--- src/rtl/execute_operand_stage_if.sv ---
// Decode-to-execute bundle for the ID/EX register: decode control/data and forwarding
// sources in, registered EX control and ALU operands out.
interface execute_operand_stage_if;
  logic        FlushE;
  logic        RegWriteD, MemtoRegD, MemWriteD, ALUSrcD, RegDstD;
  logic [2:0]  ALUControlD;
  logic [31:0] RD1D, RD2D, SignImmD;
  logic [4:0]  RsD, RtD, RdD;
  logic [1:0]  ForwardAE, ForwardBE;
  logic [31:0] ALUOutM, ResultW;

  logic        RegWriteE, MemtoRegE, MemWriteE, ValidE;
  logic [2:0]  ALUControlE;
  logic [31:0] SrcAE, SrcBE, WriteDataE;
  logic [4:0]  WriteRegE, RsE, RtE;

  modport master (
    output FlushE, RegWriteD, MemtoRegD, MemWriteD, ALUSrcD, RegDstD, ALUControlD,
           RD1D, RD2D, SignImmD, RsD, RtD, RdD, ForwardAE, ForwardBE, ALUOutM, ResultW,
    input  RegWriteE, MemtoRegE, MemWriteE, ValidE, ALUControlE, SrcAE, SrcBE,
           WriteDataE, WriteRegE, RsE, RtE
  );

  modport slave (
    input  FlushE, RegWriteD, MemtoRegD, MemWriteD, ALUSrcD, RegDstD, ALUControlD,
           RD1D, RD2D, SignImmD, RsD, RtD, RdD, ForwardAE, ForwardBE, ALUOutM, ResultW,
    output RegWriteE, MemtoRegE, MemWriteE, ValidE, ALUControlE, SrcAE, SrcBE,
           WriteDataE, WriteRegE, RsE, RtE
  );
endinterface

--- src/rtl/execute_operand_stage.sv ---
// ID/EX pipeline register with bubble insertion, plus EX-stage forwarding muxes,
// ALU source-B select and destination-register select.
module execute_operand_stage (
  input  logic                          clk,
  input  logic                          reset,
  execute_operand_stage_if.slave        io_bus
);
  typedef struct packed {
    logic        reg_write;
    logic        memto_reg;
    logic        mem_write;
    logic        alu_src;
    logic        reg_dst;
    logic [2:0]  alu_ctrl;
    logic [31:0] rd1;
    logic [31:0] rd2;
    logic [31:0] imm;
    logic [4:0]  rs;
    logic [4:0]  rt;
    logic [4:0]  rd;
    logic        valid;
  } idex_t;

  idex_t       r_ex, w_nxt;
  logic [31:0] w_src_a, w_wdata;

  // A flushed slot is an all-zero bubble, identical to the reset image.
  always_comb begin
    w_nxt = '0;
    if (!io_bus.FlushE) begin
      w_nxt.reg_write = io_bus.RegWriteD;
      w_nxt.memto_reg = io_bus.MemtoRegD;
      w_nxt.mem_write = io_bus.MemWriteD;
      w_nxt.alu_src   = io_bus.ALUSrcD;
      w_nxt.reg_dst   = io_bus.RegDstD;
      w_nxt.alu_ctrl  = io_bus.ALUControlD;
      w_nxt.rd1       = io_bus.RD1D;
      w_nxt.rd2       = io_bus.RD2D;
      w_nxt.imm       = io_bus.SignImmD;
      w_nxt.rs        = io_bus.RsD;
      w_nxt.rt        = io_bus.RtD;
      w_nxt.rd        = io_bus.RdD;
      w_nxt.valid     = 1'b1;
    end
  end

  always_ff @(posedge clk) begin
    if (reset) r_ex <= '0;
    else       r_ex <= w_nxt;
  end

  // Select 11 is reserved and falls back to the register-file value.
  always_comb begin
    w_src_a = r_ex.rd1;
    case (io_bus.ForwardAE)
      2'b01:   w_src_a = io_bus.ResultW;
      2'b10:   w_src_a = io_bus.ALUOutM;
      default: w_src_a = r_ex.rd1;
    endcase
  end

  always_comb begin
    w_wdata = r_ex.rd2;
    case (io_bus.ForwardBE)
      2'b01:   w_wdata = io_bus.ResultW;
      2'b10:   w_wdata = io_bus.ALUOutM;
      default: w_wdata = r_ex.rd2;
    endcase
  end

  assign io_bus.RegWriteE   = r_ex.reg_write;
  assign io_bus.MemtoRegE   = r_ex.memto_reg;
  assign io_bus.MemWriteE   = r_ex.mem_write;
  assign io_bus.ValidE      = r_ex.valid;
  assign io_bus.ALUControlE = r_ex.alu_ctrl;
  assign io_bus.SrcAE       = w_src_a;
  assign io_bus.WriteDataE  = w_wdata;
  assign io_bus.SrcBE       = r_ex.alu_src ? r_ex.imm : w_wdata;
  assign io_bus.WriteRegE   = r_ex.reg_dst ? r_ex.rd : r_ex.rt;
  assign io_bus.RsE         = r_ex.rs;
  assign io_bus.RtE         = r_ex.rt;
endmodule

--- src/flat_wrapper.sv ---
// flat-port wrapper written by rule: the top's interface ports become plain ports
module execute_operand_stage_flat 
  (clk, reset, io_bus_FlushE, io_bus_RegWriteD, io_bus_MemtoRegD, io_bus_MemWriteD, io_bus_ALUSrcD, io_bus_RegDstD, io_bus_ALUControlD, io_bus_RD1D, io_bus_RD2D, io_bus_SignImmD, io_bus_RsD, io_bus_RtD, io_bus_RdD, io_bus_ForwardAE, io_bus_ForwardBE, io_bus_ALUOutM, io_bus_ResultW, io_bus_RegWriteE, io_bus_MemtoRegE, io_bus_MemWriteE, io_bus_ValidE, io_bus_ALUControlE, io_bus_SrcAE, io_bus_SrcBE, io_bus_WriteDataE, io_bus_WriteRegE, io_bus_RsE, io_bus_RtE);
  execute_operand_stage_if io_bus_i ();
  input  logic clk;
  input  logic reset;
  input wire logic [$bits(io_bus_i.FlushE)-1:0] io_bus_FlushE;
  input wire logic [$bits(io_bus_i.RegWriteD)-1:0] io_bus_RegWriteD;
  input wire logic [$bits(io_bus_i.MemtoRegD)-1:0] io_bus_MemtoRegD;
  input wire logic [$bits(io_bus_i.MemWriteD)-1:0] io_bus_MemWriteD;
  input wire logic [$bits(io_bus_i.ALUSrcD)-1:0] io_bus_ALUSrcD;
  input wire logic [$bits(io_bus_i.RegDstD)-1:0] io_bus_RegDstD;
  input wire logic [$bits(io_bus_i.ALUControlD)-1:0] io_bus_ALUControlD;
  input wire logic [$bits(io_bus_i.RD1D)-1:0] io_bus_RD1D;
  input wire logic [$bits(io_bus_i.RD2D)-1:0] io_bus_RD2D;
  input wire logic [$bits(io_bus_i.SignImmD)-1:0] io_bus_SignImmD;
  input wire logic [$bits(io_bus_i.RsD)-1:0] io_bus_RsD;
  input wire logic [$bits(io_bus_i.RtD)-1:0] io_bus_RtD;
  input wire logic [$bits(io_bus_i.RdD)-1:0] io_bus_RdD;
  input wire logic [$bits(io_bus_i.ForwardAE)-1:0] io_bus_ForwardAE;
  input wire logic [$bits(io_bus_i.ForwardBE)-1:0] io_bus_ForwardBE;
  input wire logic [$bits(io_bus_i.ALUOutM)-1:0] io_bus_ALUOutM;
  input wire logic [$bits(io_bus_i.ResultW)-1:0] io_bus_ResultW;
  output wire logic [$bits(io_bus_i.RegWriteE)-1:0] io_bus_RegWriteE;
  output wire logic [$bits(io_bus_i.MemtoRegE)-1:0] io_bus_MemtoRegE;
  output wire logic [$bits(io_bus_i.MemWriteE)-1:0] io_bus_MemWriteE;
  output wire logic [$bits(io_bus_i.ValidE)-1:0] io_bus_ValidE;
  output wire logic [$bits(io_bus_i.ALUControlE)-1:0] io_bus_ALUControlE;
  output wire logic [$bits(io_bus_i.SrcAE)-1:0] io_bus_SrcAE;
  output wire logic [$bits(io_bus_i.SrcBE)-1:0] io_bus_SrcBE;
  output wire logic [$bits(io_bus_i.WriteDataE)-1:0] io_bus_WriteDataE;
  output wire logic [$bits(io_bus_i.WriteRegE)-1:0] io_bus_WriteRegE;
  output wire logic [$bits(io_bus_i.RsE)-1:0] io_bus_RsE;
  output wire logic [$bits(io_bus_i.RtE)-1:0] io_bus_RtE;
  assign io_bus_i.FlushE = io_bus_FlushE;
  assign io_bus_i.RegWriteD = io_bus_RegWriteD;
  assign io_bus_i.MemtoRegD = io_bus_MemtoRegD;
  assign io_bus_i.MemWriteD = io_bus_MemWriteD;
  assign io_bus_i.ALUSrcD = io_bus_ALUSrcD;
  assign io_bus_i.RegDstD = io_bus_RegDstD;
  assign io_bus_i.ALUControlD = io_bus_ALUControlD;
  assign io_bus_i.RD1D = io_bus_RD1D;
  assign io_bus_i.RD2D = io_bus_RD2D;
  assign io_bus_i.SignImmD = io_bus_SignImmD;
  assign io_bus_i.RsD = io_bus_RsD;
  assign io_bus_i.RtD = io_bus_RtD;
  assign io_bus_i.RdD = io_bus_RdD;
  assign io_bus_i.ForwardAE = io_bus_ForwardAE;
  assign io_bus_i.ForwardBE = io_bus_ForwardBE;
  assign io_bus_i.ALUOutM = io_bus_ALUOutM;
  assign io_bus_i.ResultW = io_bus_ResultW;
  assign io_bus_RegWriteE = io_bus_i.RegWriteE;
  assign io_bus_MemtoRegE = io_bus_i.MemtoRegE;
  assign io_bus_MemWriteE = io_bus_i.MemWriteE;
  assign io_bus_ValidE = io_bus_i.ValidE;
  assign io_bus_ALUControlE = io_bus_i.ALUControlE;
  assign io_bus_SrcAE = io_bus_i.SrcAE;
  assign io_bus_SrcBE = io_bus_i.SrcBE;
  assign io_bus_WriteDataE = io_bus_i.WriteDataE;
  assign io_bus_WriteRegE = io_bus_i.WriteRegE;
  assign io_bus_RsE = io_bus_i.RsE;
  assign io_bus_RtE = io_bus_i.RtE;
  execute_operand_stage u_core (.clk(clk), .reset(reset), .io_bus(io_bus_i));
endmodule
--- config.mk ---
export PLATFORM = sky130hd
export DESIGN_NAME = execute_operand_stage_flat
export DESIGN_NICKNAME = d
export VERILOG_FILES = /design/src/rtl/execute_operand_stage_if.sv /design/src/rtl/execute_operand_stage.sv /design/src/flat_wrapper.sv
export SDC_FILE = /design/constraint.sdc
export NUM_CORES = 1
export LEC_CHECK = 0
export ABC_AREA = 1
export CORE_ASPECT_RATIO = 0.7
export CORE_MARGIN = 4
export CORE_UTILIZATION = 37
export CTS_BUF_LIST = sky130_fd_sc_hd__clkbuf_2
export CTS_CLUSTER_DIAMETER = 200
export CTS_CLUSTER_SIZE = 16
export DETAILED_ROUTE_END_ITERATION = 8
export DONT_BUFFER_PORTS = 1
export HOLD_SLACK_MARGIN = 0.15
export PLACE_DENSITY = 0.55
export SLEW_MARGIN = 30
export SYNTH_ARGS = -nofsm -noshare
export SYNTH_HDL_FRONTEND = slang
export SYNTH_SLANG_ARGS = --single-unit
--- constraint.sdc ---
create_clock -name clk -period 0.95 [get_ports clk]
set_input_delay 0.0475 -clock clk [delete_from_list [all_inputs] [get_ports clk]]
set_output_delay 0.0475 -clock clk [all_outputs]
set_load 0.05 [all_outputs]
==> flow_summary.yaml, run 1 <==
outcome:
  status: "aborted with a tool error"
  failed_stage: "clock tree synthesis"
  tool.error: "[ERROR RSZ-0060] Max buffer count reached."
placement:
  detailed_place.area_um2: 8140
  place_inst: 1077
  dp_hpwl_um: 15600
  port_buffers: 0
  finalWeightedCongestion: 0.921
synth:
  synth_cell_types: 18
  yosysSeqAreaShare_pct: 41.7
  syn_inst: 851
  synth_area_per_cell_um2: 6.77
  netlist_area_um2: 5760
  synth-seq-cells: 120
  mappedNetlistNets: 1045
  yosysWarnings: 0
clock_tree:
  cts_sinks: 120
  cts_resized: 157
  cts_buffer_depth: 2
  cts_hold_buf: 224
  h-tree-depth: 4
  root_buffer: "clkbuf_2"
  post-cts-setup-buffers: 3
  cts_made_buffers: 17
floorplanning:
  fp.dieH_um: 112
  die_w_um: 157
  start_util_pct: 38.5
  ios: 308
  rows: 37
cell usage after synthesis, drive strengths merged:
library cell,n,area (um2)
nand2,192,721
inv,159,597
nor2,152,648
dfxtp,120,2400
a21oi,64,328
nand3,64,320
buf,56,424
and2,32,200
mux2,5,56.3
ha,4,50.1
clkbuf,3,11.3
metrics by stage:
| step | hold WS, ns | worst slack, ns |
|---|---|---|
| 2_1_floorplan | 0.120 | -0.108 |
| 3_3_place_gp | 0.141 | -0.127 |
| 3_5_place_dp | 0.142 | -0.133 |
cell families after synthesis:
kind of cell / synth area share (%)
AND/OR/NAND/NOR: 32.8
adder cells (fa/ha/maj): 0.869
buffers and inverters: 17.9
AO/OA/AOI/OAI: 5.69
flip-flops: 41.7
multiplexers: 0.978
==> run 2, diff against run 1 <==
--- a/config.mk
+++ b/config.mk
@@ -6,16 +6,11 @@
 export NUM_CORES = 1
 export LEC_CHECK = 0
 export ABC_AREA = 1
-export CORE_ASPECT_RATIO = 0.7
 export CORE_MARGIN = 4
-export CORE_UTILIZATION = 37
-export CTS_BUF_LIST = sky130_fd_sc_hd__clkbuf_2
-export CTS_CLUSTER_DIAMETER = 200
-export CTS_CLUSTER_SIZE = 16
+export CORE_UTILIZATION = 22
 export DETAILED_ROUTE_END_ITERATION = 8
 export DONT_BUFFER_PORTS = 1
-export HOLD_SLACK_MARGIN = 0.15
-export PLACE_DENSITY = 0.55
+export PLACE_DENSITY_LB_ADDON = 0.15
 export SLEW_MARGIN = 30
 export SYNTH_ARGS = -nofsm -noshare
 export SYNTH_HDL_FRONTEND = slang
==> constraint.sdc (replaced) <==
create_clock -name clk -period 1.25 [get_ports clk]
set_input_delay 0.0625 -clock clk [delete_from_list [all_inputs] [get_ports clk]]
set_output_delay 0.0625 -clock clk [all_outputs]
set_load 0.05 [all_outputs]
==> run 2 against run 1 <==
The flow now finishes, with violations (setup timing). Synthesized cell count did not move. Area after synthesis did not move.
==> flow_summary.yaml, run 2 <==
placement:
  finalWeightedCongestion: 0.745
  place_ws_ns: -0.0481
  dp_hpwl_um: 17300
  detailed_place.area_um2: 8460
  port_buffers: 0
route:
  wl_per_cell_um: 17.3
  ant_nets: 0
  firstDrtPassIters: 4
  wirelength_um: 24300
  viasPerCell: 4.20
  vias: 5919
  drt_iter0_drc: 199
  drc: 0
synth:
  netlist_area_um2: 5760
  ys_top_cells_by_area: "dfxtp_1 (42%), nand2_1 (13%), inv_1 (10%)"
  synth_top_family_by_area: "simple AND/OR/NAND/NOR gates"
  syn_inst: 851
  yosysWarnings: 0
  yosysSeqAreaShare_pct: 41.7
  synthAdderAreaFrac_pct: 0.869
  synth-seq-cells: 120
  synth_ff_type: "dfxtp_1"
  synth_cell_types: 18
  synth_edf_count: 0
  synth_top_area_share_pct: 41.7
  synth_xor_area_share_pct: 0
  synth-simple-area-share_pct: 32.8
  synth_top_area_cell: "dfxtp_1"
  yosysMostFrequentCell: "nand2_1"
  synthMuxAreaShare_pct: 0.978
  mappedNetlistNets: 1045
  synthArstFlopShare_pct: 0
  synth_compound_area_share_pct: 5.69
  synth_common_cells: "nand2_1 (192), inv_1 (157), nor2_1 (141), dfxtp_1 (120), nand3_1 (64)"
  synth_area_per_cell_um2: 6.77
setup_path:
  worstPathMaxFanout: 11
  crit_type: "register to output pin"
  startpoint_type: "register"
  cpPeakStageDelay_ns: 0.38
  worstPathRequired_ns: 1.19
  slowest_stage: "dfxtp_4"
  worstPathArrival_ns: 1.39
  worstPathCellList: "inv_8, buf_12, nand3_1, nand2_2, buf_12"
  end_kind: "output pin"
  crit_top_cell: "buf_12"
clock_tree:
  h-tree-depth: 4
  post-cts-setup-buffers: 0
  clk_pin_slew_ns: 0.06
  cts_made_buffers: 17
  cts_sinks: 120
  root_buffer: "clkbuf_16"
  cts_buffer_depth: 2
  cts_tree: "built"
grt:
  grt_pass1_vias: 6218
  grt_pass1_wl_um: 36500
  antenna_found_initial: 0
  gr-total-overflow: 0
  grt.total_usage_pct: 16.7
  grt_max_degree: 28
power_and_ir_drop:
  p_per_area_nw_per_um2: 1410
  swShare_pct: 34.6
  power_frac_seq_pct: 27.1
  p_leak_nw: 4.94
  irDropWorstVdd_mv: 0.705
  combinationalPowerShare_pct: 38.2
  power_switching_w: 0.00522
  internal_power_w: 0.00987
  clockPowerShare_pct: 34.8
finish:
  top_register: "u_core.r_ex"
  final_common_cell: "inv_1"
  diodes: 0
  largest_reg_flops: 103
  drive_gt1_share_pct: 28.6
  fin_nets: 1260
  fin_area_um2: 10700
  syn_to_final_growth_pct: 85.5
  final_cell_mix: "inv_1 (153), nand2_1 (149), nor2_1 (141), dlygate4sd3_1 (121), dfxtp_1 (116)"
  fill_cells: 2527
outcome:
  status: "finished, violations left"
  violations: "setup timing"
timing:
  min_period_over_period_pct: 116
  final-setup-viol-count: 37
  rsz0062_at_grt: "true"
  hold_viol_final: 0
  slew_headroom_pct: 66.1
  finalWorstSetupSlack_ns: -0.206
  worst_pin_slew_ns: 0.508
  slew_viol_final: 0
  max_freq_mhz: 687
  finalCriticalPeriod_ns: 1.46
floorplanning:
  ios: 308
  die_area_um2: 28800
  start_util_pct: 22.6
  fp.dieH_um: 170
  core_um2: 25500
  die_w_um: 170
  rows: 58
worst_hold_path:
  hold_class: "primary input to register"
job:
  cap_violations: 0
## run 2: cell counts after synthesis
Identical to the previous run, type by type.
## run 2: cell families (layout without fill, tap and decap cells)
family | Yosys count | after routing
compound gates | 64 | 64
simple gates | 440 | 440
buf+inv | 218 | 446
mux | 5 | 5
fa+ha+maj | 4 | 4
flops | 120 | 120
## run 2: stage by stage
stage               TNS (ns)  std cells  util, %  hold slack [ns]  power, W
CTS                    -7.37       1408     41.3           0.0998    0.0152
finish                 -6.13       1409     41.9            0.111    0.0151
floorplan            -0.0852        851        -            0.135   0.00699
global route           -8.70       1409     41.9            0.127    0.0158
global placement      -0.104       1253     33.2            0.148   0.00939
detailed placement    -0.239       1253     33.2            0.149   0.00939
## run 2: path summary, 6_finish.rpt
path                              from               end  slack, ns  depth (start not counted)
worst max-delay path  u_core.r_ex[116]  io_bus_SrcBE[22]      -0.21                          5
worst min-delay path     io_bus_FlushE  u_core.r_ex[115]       0.11                          3
## run 2: power groups by stage
stage,Clock [W],Sequential (W),Combinational [W]
3_5_place_dp,0,0.00417,0.00523
3_3_place_gp,0,0.00417,0.00522
4_1_cts,0.00543,0.00408,0.00566
6_report,0.00525,0.00408,0.00576
2_1_floorplan,0,0.00411,0.00288
5_1_grt,0.00560,0.00410,0.00605
## run 2: final cells by class
| cell class | count | area (um2) | area share, % |
|---|---|---|---|
| repair buffers | 255 | 3720 | 34.8 |
| clock buffers | 19 | 453 | 4.24 |
| clock inverters | 13 | 168 | 1.57 |
| multi-input cells | 513 | 2910 | 27.2 |
| flip-flops and latches | 120 | 2410 | 22.6 |
| inverters | 159 | 609 | 5.71 |
| well taps | 330 | 413 | 3.87 |
## run 2: layer usage
layer / global-route usage (%) / wire (um) / vias up
met5: 0 / 0 / -
met4: 3.92 / 228 / 0
met3: 5.22 / 1770 / 14
met2: 29.0 / 12000 / 204
met1: 20.2 / 10300 / 2773
li1: - / - / 2928
## run 2: worst max-delay path, delay by kind of cell (launching register included)
kind	cells	cell delay [ns]
buf+inv	3	0.40
flops	1	0.38
simple gates	2	0.20
## run 2: what timing repair did
item                                   in CTS  in global routing
pin swaps                                   4                  9
resized for setup                          61                 51
gates cloned                                2                  1
hold buffers                              121                  0
endpoints found under the hold margin     120                  0
setup endpoints to repair                  55                 72
(Power assumes the default switching activity.)
==> run 3, diff against run 2 <==
--- a/config.mk
+++ b/config.mk
@@ -11,6 +11,7 @@
 export DETAILED_ROUTE_END_ITERATION = 8
 export DONT_BUFFER_PORTS = 1
 export PLACE_DENSITY_LB_ADDON = 0.15
+export SKIP_CTS_REPAIR_TIMING = 1
 export SLEW_MARGIN = 30
 export SYNTH_ARGS = -nofsm -noshare
 export SYNTH_HDL_FRONTEND = slang
==> run 3 against run 2 <==
The flow still finishes with violations (setup timing). Final cell count increased by 0.21%. Flip-flop and latch count unchanged. Total power increased by 0.73%. Wire length increased by 2.1%. Non-clock buffer count increased by 3. Sequential power about the same. Critical path depth increased by 1. Largest power group unchanged. Worst hold slack got worse by 0.0021 ns.
==> flow_summary.yaml, run 3 (synthesis gave the netlist of run 2 again) <==
setup_path:
  end_kind: "output pin"
  worstPathRequired_ns: 1.19
  startpoint_type: "register"
  worstPathArrival_ns: 1.50
  crit_type: "register to output pin"
  worstPathMaxFanout: 6
finish:
  fin_area_um2: 10900
  fin_nets: 1263
  final_cell_mix: "inv_1 (154), nand2_1 (152), nor2_1 (140), dlygate4sd3_1 (121), dfxtp_1 (117)"
  largest_reg_flops: 103
  top_register: "u_core.r_ex"
  drive_gt1_share_pct: 30.6
  diodes: 0
  final_common_cell: "inv_1"
  syn_to_final_growth_pct: 88.9
outcome:
  status: "finished, violations left"
  violations: "setup timing"
grt:
  antenna_found_initial: 0
  grt_pass1_vias: 5494
  grt_pass1_wl_um: 33900
  gr-total-overflow: 0
  grt.total_usage_pct: 15.7
  grt_max_degree: 28
route:
  ant_nets: 0
  drc: 0
  wl_per_cell_um: 17.6
  firstDrtPassIters: 7
  wirelength_um: 24800
  vias: 5968
  drt_iter0_drc: 206
  viasPerCell: 4.23
clock_tree:
  cts_buffer_depth: 2
  cts_made_buffers: 17
  cts_tree: "built"
  root_buffer: "clkbuf_16"
  cts_sinks: 120
  h-tree-depth: 4
  clk_pin_slew_ns: 0.06
worst_hold_path:
  worstHoldEndpoint: "u_core.r_ex[115]"
  holdPathStages: 3
  hold_class: "primary input to register"
  hold_start: "io_bus_FlushE"
placement:
  dp_hpwl_um: 17300
  place_ws_ns: -0.0481
  finalWeightedCongestion: 0.745
  port_buffers: 0
  detailed_place.area_um2: 8460
timing:
  hold_viol_final: 0
  final-setup-viol-count: 37
  worst_hold_slack_ns: 0.109
  finalWorstSetupSlack_ns: -0.309
  slew_headroom_pct: 66.2
  finalCriticalPeriod_ns: 1.56
  max_freq_mhz: 641
  min_period_over_period_pct: 125
  rsz0062_at_grt: "true"
  worst_pin_slew_ns: 0.506
  slew_viol_final: 0
job:
  cap_violations: 0
floorplanning:
  ios: 308
  core_um2: 25500
  start_util_pct: 22.6
  fp.dieH_um: 170
  die_area_um2: 28800
  rows: 58
  die_w_um: 170
power_and_ir_drop:
  p_per_area_nw_per_um2: 1400
  irDropWorstVdd_mv: 0.700
  p_leak_nw: 5.02
  p_total_w: 0.0152
[run 3: changes by cell type in the layout (fill, tap and decap cells not counted), sizes merged]
cell and change:
inv -1, clkinvlp +1, clkbuf +2, buf +1
[run 3: area by class of cell]
class                           count  area, um2
Fill cell                        2503      14600
Inverter                          159        606
Timing Repair Buffer              258       3750
Clock buffer                       19        453
Sequential cell                   120       2410
Tap cell                          330        413
Multi-Input combinational cell    513       3070
Clock inverter                     13        168
[run 3: per-layer routing]
layer / vias up / track usage (%) / part of all wire [%]
met5: - / 0 / 0
met4: 0 / 3.82 / 1.4
met3: 22 / 6.17 / 8.1
met2: 222 / 26.7 / 49
met1: 2787 / 18.5 / 41
li1: 2937 / - / -
[run 3: through the flow]
stage | TNS, ns | std cells | utilization, %
floorplan | -0.0852 | 851 | -
global placement | -0.104 | 1253 | 33.2
detailed placement | -0.239 | 1253 | 33.2
CTS | -10.93 | 1285 | 35.7
global route | -12.04 | 1412 | 42.7
finish | -9.45 | 1412 | 42.7
[run 3: where the power goes]
group / internal [W] / switching (W) / leakage, nW / total (W)
clock: 0.00326 / 0.00199 / 0.289 / 0.00525
combinational: 0.00268 / 0.00319 / 3.74 / 0.00587
sequential: 0.00398 / 0.000104 / 0.988 / 0.00408
[run 3: how the worst max path moves through the flow]
stage | startpoint | to | slack, ns | cells after the start
final | u_core.r_ex[116] | io_bus_SrcBE[20] | -0.31 | 6
after global routing | u_core.r_ex[116] | io_bus_SrcBE[26] | -0.38 | 6
after global placement | io_bus_ForwardBE[0] | io_bus_SrcBE[15] | -0.06 | 7
after CTS | u_core.r_ex[116] | io_bus_SrcBE[22] | -0.34 | 5
after detailed placement | io_bus_ForwardBE[0] | io_bus_SrcBE[15] | -0.05 | 7
after floorplan | io_bus_ForwardAE[0] | io_bus_SrcAE[10] | -0.09 | 7
[run 3: critical path, stage by stage, from the launching register on]
cell        delay [ns]
dfxtp_4           0.37
clkinvlp_4        0.09
buf_12            0.15
clkbuf_16         0.17
nand3_2           0.07
nand2_2           0.07
buf_12            0.15
==> run 4, diff against run 3 <==
--- a/config.mk
+++ b/config.mk
@@ -5,7 +5,6 @@
 export SDC_FILE = /design/constraint.sdc
 export NUM_CORES = 1
 export LEC_CHECK = 0
-export ABC_AREA = 1
 export CORE_MARGIN = 4
 export CORE_UTILIZATION = 22
 export DETAILED_ROUTE_END_ITERATION = 8
==> run 4 against run 3 <==
The flow still finishes with violations (setup timing). Worst hold slack improved by 0.19 ns. Global-route usage fell by 1.7 points. Via count fell by 17%. Worst setup slack got worse by 0.025 ns. Synthesized cell count fell by 33%. Critical path depth fell by 3. Fmax fell by 1.6%. Flip-flop and latch count did not move. Count of clock-buffer cells in the layout fell by 2. Total power fell by 6.5%. First-iteration DRC count fell by 6.8%. Critical endpoint is now io_bus_SrcBE[2].
==> flow_summary.yaml, run 4 <==
route:
  drt_iter0_drc: 192
  drc: 0
  ant_nets: 0
  viasPerCell: 4.36
  firstDrtPassIters: 4
  vias: 4958
  wirelength_um: 21800
  wl_per_cell_um: 19.2
finish:
  syn_to_final_growth_pct: 97.6
  largest_reg_flops: 103
  final_core_util_pct: 44.4
  final_common_cell: "dlygate4sd3_1"
  multi_input_area_um2: 3730
  fin_area_um2: 10800
  top_register: "u_core.r_ex"
  fin_nets: 994
  drive_gt1_share_pct: 42.6
  register_area_um2: 2410
  final_cell_mix: "dlygate4sd3_1 (121), and2_1 (119), dfxtp_1 (117), buf_12 (95), nand2_1 (57)"
  fill_cells: 2216
  diodes: 0
clock_tree:
  cts_sinks: 120
  cts_made_buffers: 17
  cts_tree: "built"
  h-tree-depth: 4
  root_buffer: "clkbuf_16"
  cts_buffer_depth: 2
  clk_pin_slew_ns: 0.06
floorplanning:
  die_area_um2: 27500
  die_w_um: 166
  ios: 308
  fp.dieH_um: 166
  core_um2: 24400
  rows: 57
  start_util_pct: 22.5
timing:
  finalSetupTns_ns: -9.26
  finalCriticalPeriod_ns: 1.58
  slew_headroom_pct: 66.2
  max_freq_mhz: 631
  rsz0062_at_grt: "true"
  worst_pin_slew_ns: 0.506
  min_period_over_period_pct: 127
  slew_viol_final: 0
  hold_viol_final: 0
  final-setup-viol-count: 48
  finalWorstSetupSlack_ns: -0.334
grt:
  grt_max_degree: 67
  grt_pass1_wl_um: 30200
  gr-total-overflow: 0
  grt_pass1_vias: 4933
  grt.total_usage_pct: 13.9
  antenna_found_initial: 0
synth:
  yosysWarnings: 0
  netlist_area_um2: 5480
  syn_inst: 568
  synth_cell_types: 19
  yosysSeqAreaShare_pct: 43.8
  mappedNetlistNets: 762
  synth_edf_count: 0
  synth-seq-cells: 120
  synth_common_cells: "dfxtp_1 (120), and2_1 (119), nand2_1 (64), nor2_1 (33)"
  ys_top_cells_by_area: "dfxtp_1 (44%), and2_1 (14%), a221oi_2 (8.2%)"
  synth_ff_type: "dfxtp_1"
  yosysMostFrequentCell: "dfxtp_1"
  synth_top_area_cell: "dfxtp_1"
  synth_top_area_share_pct: 43.8
  synth_area_per_cell_um2: 9.65
  synthArstFlopShare_pct: 0
setup_path:
  worstPathRequired_ns: 1.19
  crit_type: "register to output pin"
  end_kind: "output pin"
  worstPathArrival_ns: 1.52
  startpoint_type: "register"
  worstPathMaxFanout: 7
worst_hold_path:
  holdPathStages: 2
  worstHoldEndpoint: "u_core.r_ex[50]"
  hold_class: "primary input to register"
  hold_start: "io_bus_RD2D[2]"
placement:
  place_ws_ns: -0.128
  detailed_place.area_um2: 8500
  finalWeightedCongestion: 0.718
  dp_hpwl_um: 15500
  port_buffers: 0
power_and_ir_drop:
  irDropWorstVdd_mv: 0.962
  p_leak_nw: 4.21
  p_per_area_nw_per_um2: 1310
outcome:
  status: "finished, violations left"
  violations: "setup timing"
job:
  cap_violations: 0
[run 4: cell types whose count changed after synthesis, moves of 62 or more]
cell	delta
and2_1	+87
nand3_1	-64
a21oi_1	-62
inv_1	-153
nor2_1	-108
nand2_1	-128
[run 4: metrics by stage]
| stage | total power, W | std cells | hold slack [ns] |
|---|---|---|---|
| 6_report | 0.0142 | 1137 | 0.302 |
| 5_1_grt | 0.0148 | 1137 | 0.289 |
| 4_1_cts | 0.0138 | 1009 | -0.253 |
| 3_5_place_dp | 0.00900 | 977 | 0.187 |
| 3_3_place_gp | 0.00897 | 977 | 0.185 |
| 2_1_floorplan | 0.00699 | 568 | 0.184 |
[run 4: kinds of logic (layout without fill, tap and decap cells)]
logic type	count (synthesis)	after routing	share of synthesized area, %
compound gates	128	128	23.2
flops	120	120	43.8
buf+inv	63	308	6.90
fa+ha+maj	4	4	0.913
simple gates	248	248	24.2
mux	5	5	1.03
[run 4: worst max-delay path by stage]
stage | depth (start not counted) | to | slack (ns) | startpoint
2_1_floorplan | 5 | io_bus_SrcAE[23] | -0.22 | io_bus_ForwardAE[0]
3_3_place_gp | 6 | io_bus_SrcBE[21] | -0.11 | io_bus_ForwardBE[0]
3_5_place_dp | 6 | io_bus_SrcBE[21] | -0.13 | io_bus_ForwardBE[0]
4_1_cts | 3 | io_bus_SrcBE[2] | -0.33 | u_core.r_ex[116]
5_1_grt | 3 | io_bus_SrcBE[16] | -0.39 | u_core.r_ex[116]
6_report | 3 | io_bus_SrcBE[2] | -0.33 | u_core.r_ex[116]
[run 4: area by class of cell]
type	count	share of cell area, %
clock buffers	17	3.93
repair buffers	272	34.1
well taps	324	3.74
clock inverters	15	1.34
flip-flops and latches	120	22.3
multi-input cells	385	34.4
inverters	4	0.208
[run 4: critical path: stages (launching register included)]
cell and delay (ns):
dfxtp_4 0.41, clkbuf_16 0.21, o31ai_4 0.31, buf_12 0.18
[run 4: power by group]
group / total [W] / switching, W / leakage [nW] / internal (W)
logic: 0.00537 / 0.00279 / 2.95 / 0.00258
clock network: 0.00474 / 0.00196 / 0.276 / 0.00278
registers: 0.00411 / 0.000132 / 0.988 / 0.00398
[run 4: layer usage]
layer / up-vias / GRT usage, % / routed length (um)
met5: - / 0 / 0
met4: 0 / 2.83 / 227
met3: 12 / 6.02 / 1580
met2: 185 / 25.1 / 11400
met1: 2351 / 15.3 / 8610
li1: 2410 / - / -
